[src/rtl/tqvp_fpu_bus_initiator.sv]
// Host-side bus initiator for the TinyQV FPU peripheral: takes one {op, a, b} command,
// writes A and B, polls data_ready with a bounded wait, reads the result and returns it.
//
// state   | meaning
// --------+---------------------------------------------------------------
// S_IDLE  | cmd_ready high, waiting for a command handshake
// S_WR_A  | A write strobe on the bus, B write being set up
// S_WR_B  | B write strobe on the bus, wait timer being loaded
// S_WAIT  | polling bus_data_ready, timer counting down to the abort point
// S_RD    | result read strobe on the bus, bus_data_in captured this cycle
// S_RESP  | rsp_valid held until rsp_ready
module tqvp_fpu_bus_initiator #(
    parameter int         TIMEOUT_CYCLES = 64,
    parameter logic [5:0] RESULT_ADDR    = 6'h0C
) (
    input  logic        clk,
    input  logic        rst_n,
    input  logic        cmd_valid,
    output logic        cmd_ready,
    input  logic [2:0]  cmd_op,
    input  logic [31:0] cmd_a,
    input  logic [31:0] cmd_b,
    output logic        rsp_valid,
    input  logic        rsp_ready,
    output logic [31:0] rsp_result,
    output logic        rsp_err,
    output logic        busy,
    output logic [15:0] op_count,
    output logic [5:0]  bus_address,
    output logic [31:0] bus_data_out,
    output logic [1:0]  bus_write_n,
    output logic [1:0]  bus_read_n,
    input  logic [31:0] bus_data_in,
    input  logic        bus_data_ready
);

    localparam int                  TIMER_W    = $clog2(TIMEOUT_CYCLES);
    localparam logic [TIMER_W-1:0]  TIMER_LOAD = TIMER_W'(TIMEOUT_CYCLES - 1);
    localparam logic [1:0]          STROBE_ON  = 2'b10;
    localparam logic [1:0]          STROBE_OFF = 2'b11;

    typedef enum logic [2:0] {
        S_IDLE,
        S_WR_A,
        S_WR_B,
        S_WAIT,
        S_RD,
        S_RESP
    } state_t;

    state_t             state;
    logic [2:0]         op_q;
    logic [31:0]        b_q;
    logic [TIMER_W-1:0] timer;

    // Bus outputs are loaded on entry to a state, so the strobe is on the bus
    // for exactly the cycle the FSM spends in the matching state.
    always_ff @(posedge clk or negedge rst_n) begin
        if (!rst_n) begin
            state        <= S_IDLE;
            op_q         <= 3'd0;
            b_q          <= 32'd0;
            timer        <= '0;
            cmd_ready    <= 1'b1;
            rsp_valid    <= 1'b0;
            rsp_result   <= 32'd0;
            rsp_err      <= 1'b0;
            busy         <= 1'b0;
            op_count     <= 16'd0;
            bus_address  <= 6'd0;
            bus_data_out <= 32'd0;
            bus_write_n  <= STROBE_OFF;
            bus_read_n   <= STROBE_OFF;
        end else begin
            case (state)
                S_IDLE: begin
                    if (cmd_valid && cmd_ready) begin
                        op_q         <= cmd_op;
                        b_q          <= cmd_b;
                        bus_address  <= {1'b0, cmd_op, 2'b00};
                        bus_data_out <= cmd_a;
                        bus_write_n  <= STROBE_ON;
                        cmd_ready    <= 1'b0;
                        busy         <= 1'b1;
                        state        <= S_WR_A;
                    end
                end
                S_WR_A: begin
                    bus_address  <= {1'b0, op_q, 2'b01};
                    bus_data_out <= b_q;
                    bus_write_n  <= STROBE_ON;
                    state        <= S_WR_B;
                end
                S_WR_B: begin
                    bus_write_n <= STROBE_OFF;
                    timer       <= TIMER_LOAD;
                    state       <= S_WAIT;
                end
                S_WAIT: begin
                    // Ready wins over the abort on the final permitted WAIT cycle.
                    if (bus_data_ready) begin
                        bus_address <= RESULT_ADDR;
                        bus_read_n  <= STROBE_ON;
                        state       <= S_RD;
                    end else if (timer == '0) begin
                        rsp_err    <= 1'b1;
                        rsp_result <= 32'd0;
                        rsp_valid  <= 1'b1;
                        state      <= S_RESP;
                    end else begin
                        timer <= timer - 1'b1;
                    end
                end
                S_RD: begin
                    rsp_result <= bus_data_in;
                    bus_read_n <= STROBE_OFF;
                    rsp_valid  <= 1'b1;
                    state      <= S_RESP;
                end
                S_RESP: begin
                    if (rsp_ready) begin
                        op_count  <= op_count + 16'd1;
                        rsp_valid <= 1'b0;
                        rsp_err   <= 1'b0;
                        cmd_ready <= 1'b1;
                        busy      <= 1'b0;
                        state     <= S_IDLE;
                    end
                end
                default: begin
                    bus_write_n <= STROBE_OFF;
                    bus_read_n  <= STROBE_OFF;
                    rsp_valid   <= 1'b0;
                    cmd_ready   <= 1'b1;
                    busy        <= 1'b0;
                    state       <= S_IDLE;
                end
            endcase
        end
    end

endmodule

[config.mk]
export PLATFORM = sky130hd
export DESIGN_NAME = tqvp_fpu_bus_initiator
export DESIGN_NICKNAME = d
export VERILOG_FILES = /design/src/rtl/tqvp_fpu_bus_initiator.sv
export SDC_FILE = /design/constraint.sdc
export NUM_CORES = 1
export LEC_CHECK = 0
export CAP_MARGIN = 15
export CORE_ASPECT_RATIO = 0.8
export CORE_UTILIZATION = 49
export DETAILED_ROUTE_END_ITERATION = 6
export HOLD_SLACK_MARGIN = 0.03
export PLACE_DENSITY = 0.86
export SLEW_MARGIN = 20
export SYNTH_ARGS = -nofsm -noshare
export SYNTH_HDL_FRONTEND = slang
export SYNTH_SLANG_ARGS = --single-unit
[constraint.sdc]
create_clock -name clk -period 5.9 [get_ports clk]
set_clock_uncertainty 0.2 [all_clocks]
set_input_delay 1.77 -clock clk [delete_from_list [all_inputs] [get_ports clk]]
set_output_delay 1.77 -clock clk [all_outputs]
set_load 0.1 [all_outputs]
Word-level counts from Yosys, hierarchy flattened
Cells that the tools add are included.
W data, S select, Z words.
{ "classes": {"bitwise": 4, "eq_ne": 12, "muxes": 30, "reduce_logical": 24, "add_sub_neg": 2} }
{ "op_table": {"columns": ["op", "count"], "rows": [
  ["$pmux W32 S2", 2],
  ["$mux W32", 3],
  ["$mux W6", 4],
  ["$pmux W3 S6", 1],
  ["$pmux W6 S3", 1],
  ["$add A16 B1 Y16 const B", 1],
  ["$reduce_and A3 Y1", 5],
  ["$mux W3", 4],
  ["$ne A2 B2 Y1 const B", 6],
  ["$pmux W6 S2", 1],
  ["$reduce_and A2 Y1", 5],
  ["$reduce_and A4 Y1", 2],
  ["$reduce_bool A2 Y1", 4],
  ["$reduce_or A4 Y1", 2],
  ["$eq A3 B2 Y1 const B", 2],
  ["$eq A3 B3 Y1 const B", 2],
  ["$logic_not A6 Y1", 1],
  ["$mux W1", 6],
  ["$pmux W1 S3", 2],
  ["$pmux W2 S3", 1],
  ["$reduce_or A3 Y1", 2],
  ["$sub A6 B1 Y6 const B", 1],
  ["$mux W2", 2],
  ["$not A1 Y1", 4],
  ["other kinds (8)", 8]
]} }
{ "totals": {"ff_bits": 138, "inputBits": 104, "word_cells": 86} }

Logic depth before layout (Yosys ltp)
{ "logic_depth": {"depth_word": 4, "mapped_depth": 7} }

Worst setup path after synthesis
No wires, ideal clock.
{ "synth_path": {"path_type": "input-to-reg", "from": "in cmd_valid", "to": "reg bus_data_out[10]", "n_path_buf": 2, "path_stages": 6, "required_time_ps": 5568, "t_arrival_ps": 2688, "path_slack_ps": 2880, "cell_sequence": "nand2_1 > nor4_4 > buf_4 > buf_6 > mux2i_1 > o21ai_1"} }
{ "synth_between": {"elab_chain_cells": 3} }
{ "synth_lines": {"columns": ["item", "line", "source"], "rows": [
  ["from (decl)", "18", "input logic cmd_valid,"],
  ["$logic_and A1 B1 Y1", "77", "if (cmd_valid && cmd_ready) begin"],
  ["$ne A2 B2 Y1 (no source line)", null, null],
  ["$reduce_and A2 Y1 (no source line)", null, null],
  ["to (signal assigned)", "81", "bus_data_out <= cmd_a;"],
  ["to (signal assigned)", "90", "bus_data_out <= b_q;"],
  ["to (decl)", "30", "output logic [31:0] bus_data_out,"]
]} }
Every way passes these cells.
A chain may end at the register's enable or synchronous reset.

Final worst setup path
{ "layout_path": {"from": "reg cmd_ready", "to": "out cmd_ready"} }
{ "layout_rtl": {"columns": ["item", "line", "source"], "rows": [
  ["from (decl)", "19", "output logic cmd_ready,"],
  ["from (signal assigned)", "64", "cmd_ready <= 1'b1;"],
  ["from (signal assigned)", "83", "cmd_ready <= 1'b0;"],
  ["from (signal assigned)", "125", "cmd_ready <= 1'b1;"]
]} }
No word-level cell between the ends.

==> impl_metrics.tcl <==
set metrics [dict create \
    cts.sinks 134 \
    drt.antenna.violating_nets 0 \
    ys_async_sr_fraction 1.00 \
    timing.fmax_ghz 0.243 \
    die_w_um 122 \
    yosys-top-cells-count "131 x dfrtp_1, 44 x nand2_1, 38 x mux2_2" \
    postCtsResizedCells 0 \
    grt_pass1_vias 4444 \
    crit_path_cell_trace "clkdlybuf4s50_1" \
    critPathRequiredTime_ns 3.93 \
    portBuffers 193 \
    clockBufferDepth 2 \
    ys_types 51 \
    via_per_inst 5.31 \
    tns_ns 0 \
    dieArea_sq_mm 0.0120 \
    drt-total-wl_mm 13.9 \
    io_pins 198 \
    cp.depth 1 \
    setup_viol 0 \
    cts_setup_buffers 0 \
    critPathTopFamily "buffers and inverters" \
    critPathArrivalTime_ns 2.15 \
    fill_cells 754 \
    clock-root-buffer "clkbuf_16" \
    worstSkewPairLatency_ns 0.41 \
    antenna_cells 0 \
    worst_slew_pin_slew_ns 1.02 \
    num_vias 4228 \
    grt_antenna_before_repair 0 \
    synth-seq-area-share 0.594 \
    critPathLaunchType "register" \
    gp_congestion 0.809 \
    reg2reg_depth 4 \
    cp_num_buf_inv 1 \
    cts_tree "yes" \
    nets 749 \
    hold_violations 0 \
    grt_max_degree 68 \
    core_sq_mm 0.0111 \
    slew_headroom 0.316 \
    synth_area_leader_cell "dfrtp_1" \
    min_period_over_period 0.698 \
    min_period_ns 4.12 \
    numCtsBuffers 17 \
    dr.pass1.iters 5 \
    hp-class "register to register" \
    cp_max_fo 6 \
    syn_area_sq_mm 0.00566 \
    drive_gt1_frac 0.137 \
    worstSetupPathType "register to output pin" \
    initial_core_util 0.511 \
    synth_top_area_share 0.580 \
    detail_route.wl_per_cell_um 17.5 \
    holdPathStages 2 \
    gr-total-overflow 0 \
    grt_pass1_wl_mm 22.8 \
    synth_ff_type "dfrtp_1" \
    yosysMostFrequentCell "dfrtp_1" \
    synthTopCellsByArea "dfrtp_1 58%, mux2_2 7.6%, mux2i_1 5.7%, a22o_1 5.0%, nand2_1 2.9%" \
    synthesis.yosys.warnings 0 \
    cpMaxStageDelayCell "clkdlybuf4s50_1" \
    finalMaxSlewViolations 0 \
    rows 34 \
    hold_buffers 0 \
    chipHeight_um 98.1 \
    avgSynthCellArea_sq_um 12.5 \
    outcome "complete, no violations" \
    cap_violations 0 \
    drtIter0Drc 239 \
    rsz0062_at_grt "no" \
    netlist_instances 452 \
    route.detailed.drc 0 \
    grt_use_total 0.249 \
    slowest_delay_ns 1.17 \
    endpoint_kind "output pin" \
    htreeDepth 4 \
    syn_to_final_growth_pct 45.3 \
    synth_edf_count 0 \
    ys_ff_latch 134 \
    clk_pin_slew_ns 0.05 \
    hpwlAfterDp_mm 9.58 \
]
[layout make-up]
class                           instances  area [sq um]  share of cell area
Clock inverter                          8           100              0.0122
Clock buffer                           21           480              0.0585
Timing Repair Buffer                  198          1970               0.240
Sequential cell                       134          3360               0.408
Inverter                                8          30.0             0.00365
Multi-Input combinational cell        283          2100               0.255
Tap cell                              144           180              0.0219
[metrics by stage]
| stage | util | hold slack (ns) | setup WS (ns) | instances | area [sq um] |
|---|---|---|---|---|---|
| 5_1_grt | 0.743 | 0.308 | 1.74 | 796 | 8220 |
| 4_1_cts | 0.743 | 0.283 | 1.76 | 796 | 8220 |
| 3_3_place_gp | 0.689 | 0.262 | 1.82 | 766 | 7620 |
| 2_1_floorplan | - | 0.246 | 2.88 | 454 | 5660 |
| 6_report | 0.743 | 0.280 | 1.78 | 796 | 8220 |
| 3_5_place_dp | 0.691 | 0.268 | 1.78 | 767 | 7640 |
[routing by layer]
layer / wire, um / vias to the layer above / global-route usage
met5: 0 / - / 0
met4: 227 / 0 / 0.0807
met3: 661 / 18 / 0.0637
met2: 7180 / 117 / 0.411
met1: 5860 / 2110 / 0.322
li1: - / 1983 / -
[cell families (layout without fill, tap and decap cells)]
logic type	Yosys count	in the layout	share of synthesized area
and+or+nand+nor	94	94	0.0885
xor gates and xnor gates	15	15	0.0232
DFF	134	134	0.594
buffers and inverters	37	235	0.0378
other	2	4	0.00133
muxes	70	70	0.132
AOI/OAI and AO/OA	97	97	0.117
adders and majority gates	3	3	0.00664
[cell usage in the layout, fill, tap and decap left out, types with 2 or more instances in the layout]
cell,count
o21ai_0,4
buf_4,5
clkinvlp_4,4
nor2_1,12
and4_1,4
bufinv_16,2
xnor2_1,13
inv_1,7
and3_1,5
ha_1,3
clkdlybuf4s50_1,192
dfstp_2,3
mux2i_1,32
conb_1,4
o31ai_1,2
nor3_1,3
a22o_1,32
nand3_1,7
clkbuf_16,17
clkbuf_8,4
nand2_1,44
a21oi_1,11
clkinv_2,2
a31oi_1,5
xor2_1,2
nand4_1,4
dfrtp_1,131
o21ai_1,33
mux2_2,38
[state kept, by name (all words and copies together), names as in the netlist]
register      count
timer             6
rsp_result       32
bus_write_n       1
cmd_ready         1
busy              1
b_q              32
rsp_valid         1
bus_address       4
op_q              3
bus_read_n        1
op_count         16
rsp_err           1
state             3
bus_data_out     32
[final timing paths]
check                           startpoint  slack [ns]                to
worst min register to register     b_q[25]        0.28  bus_data_out[25]
worst max register to register    state[1]        3.36  bus_data_out[12]
max in group asynchronous            rst_n        3.28  bus_data_out[20]
worst min-delay path               b_q[25]        0.28  bus_data_out[25]
min in group asynchronous            rst_n        1.19  bus_data_out[25]
worst max-delay path             cmd_ready        1.78         cmd_ready
Power is not shown: default switching activity piles up to over one toggle a cycle in this logic, so the estimate is an artifact.
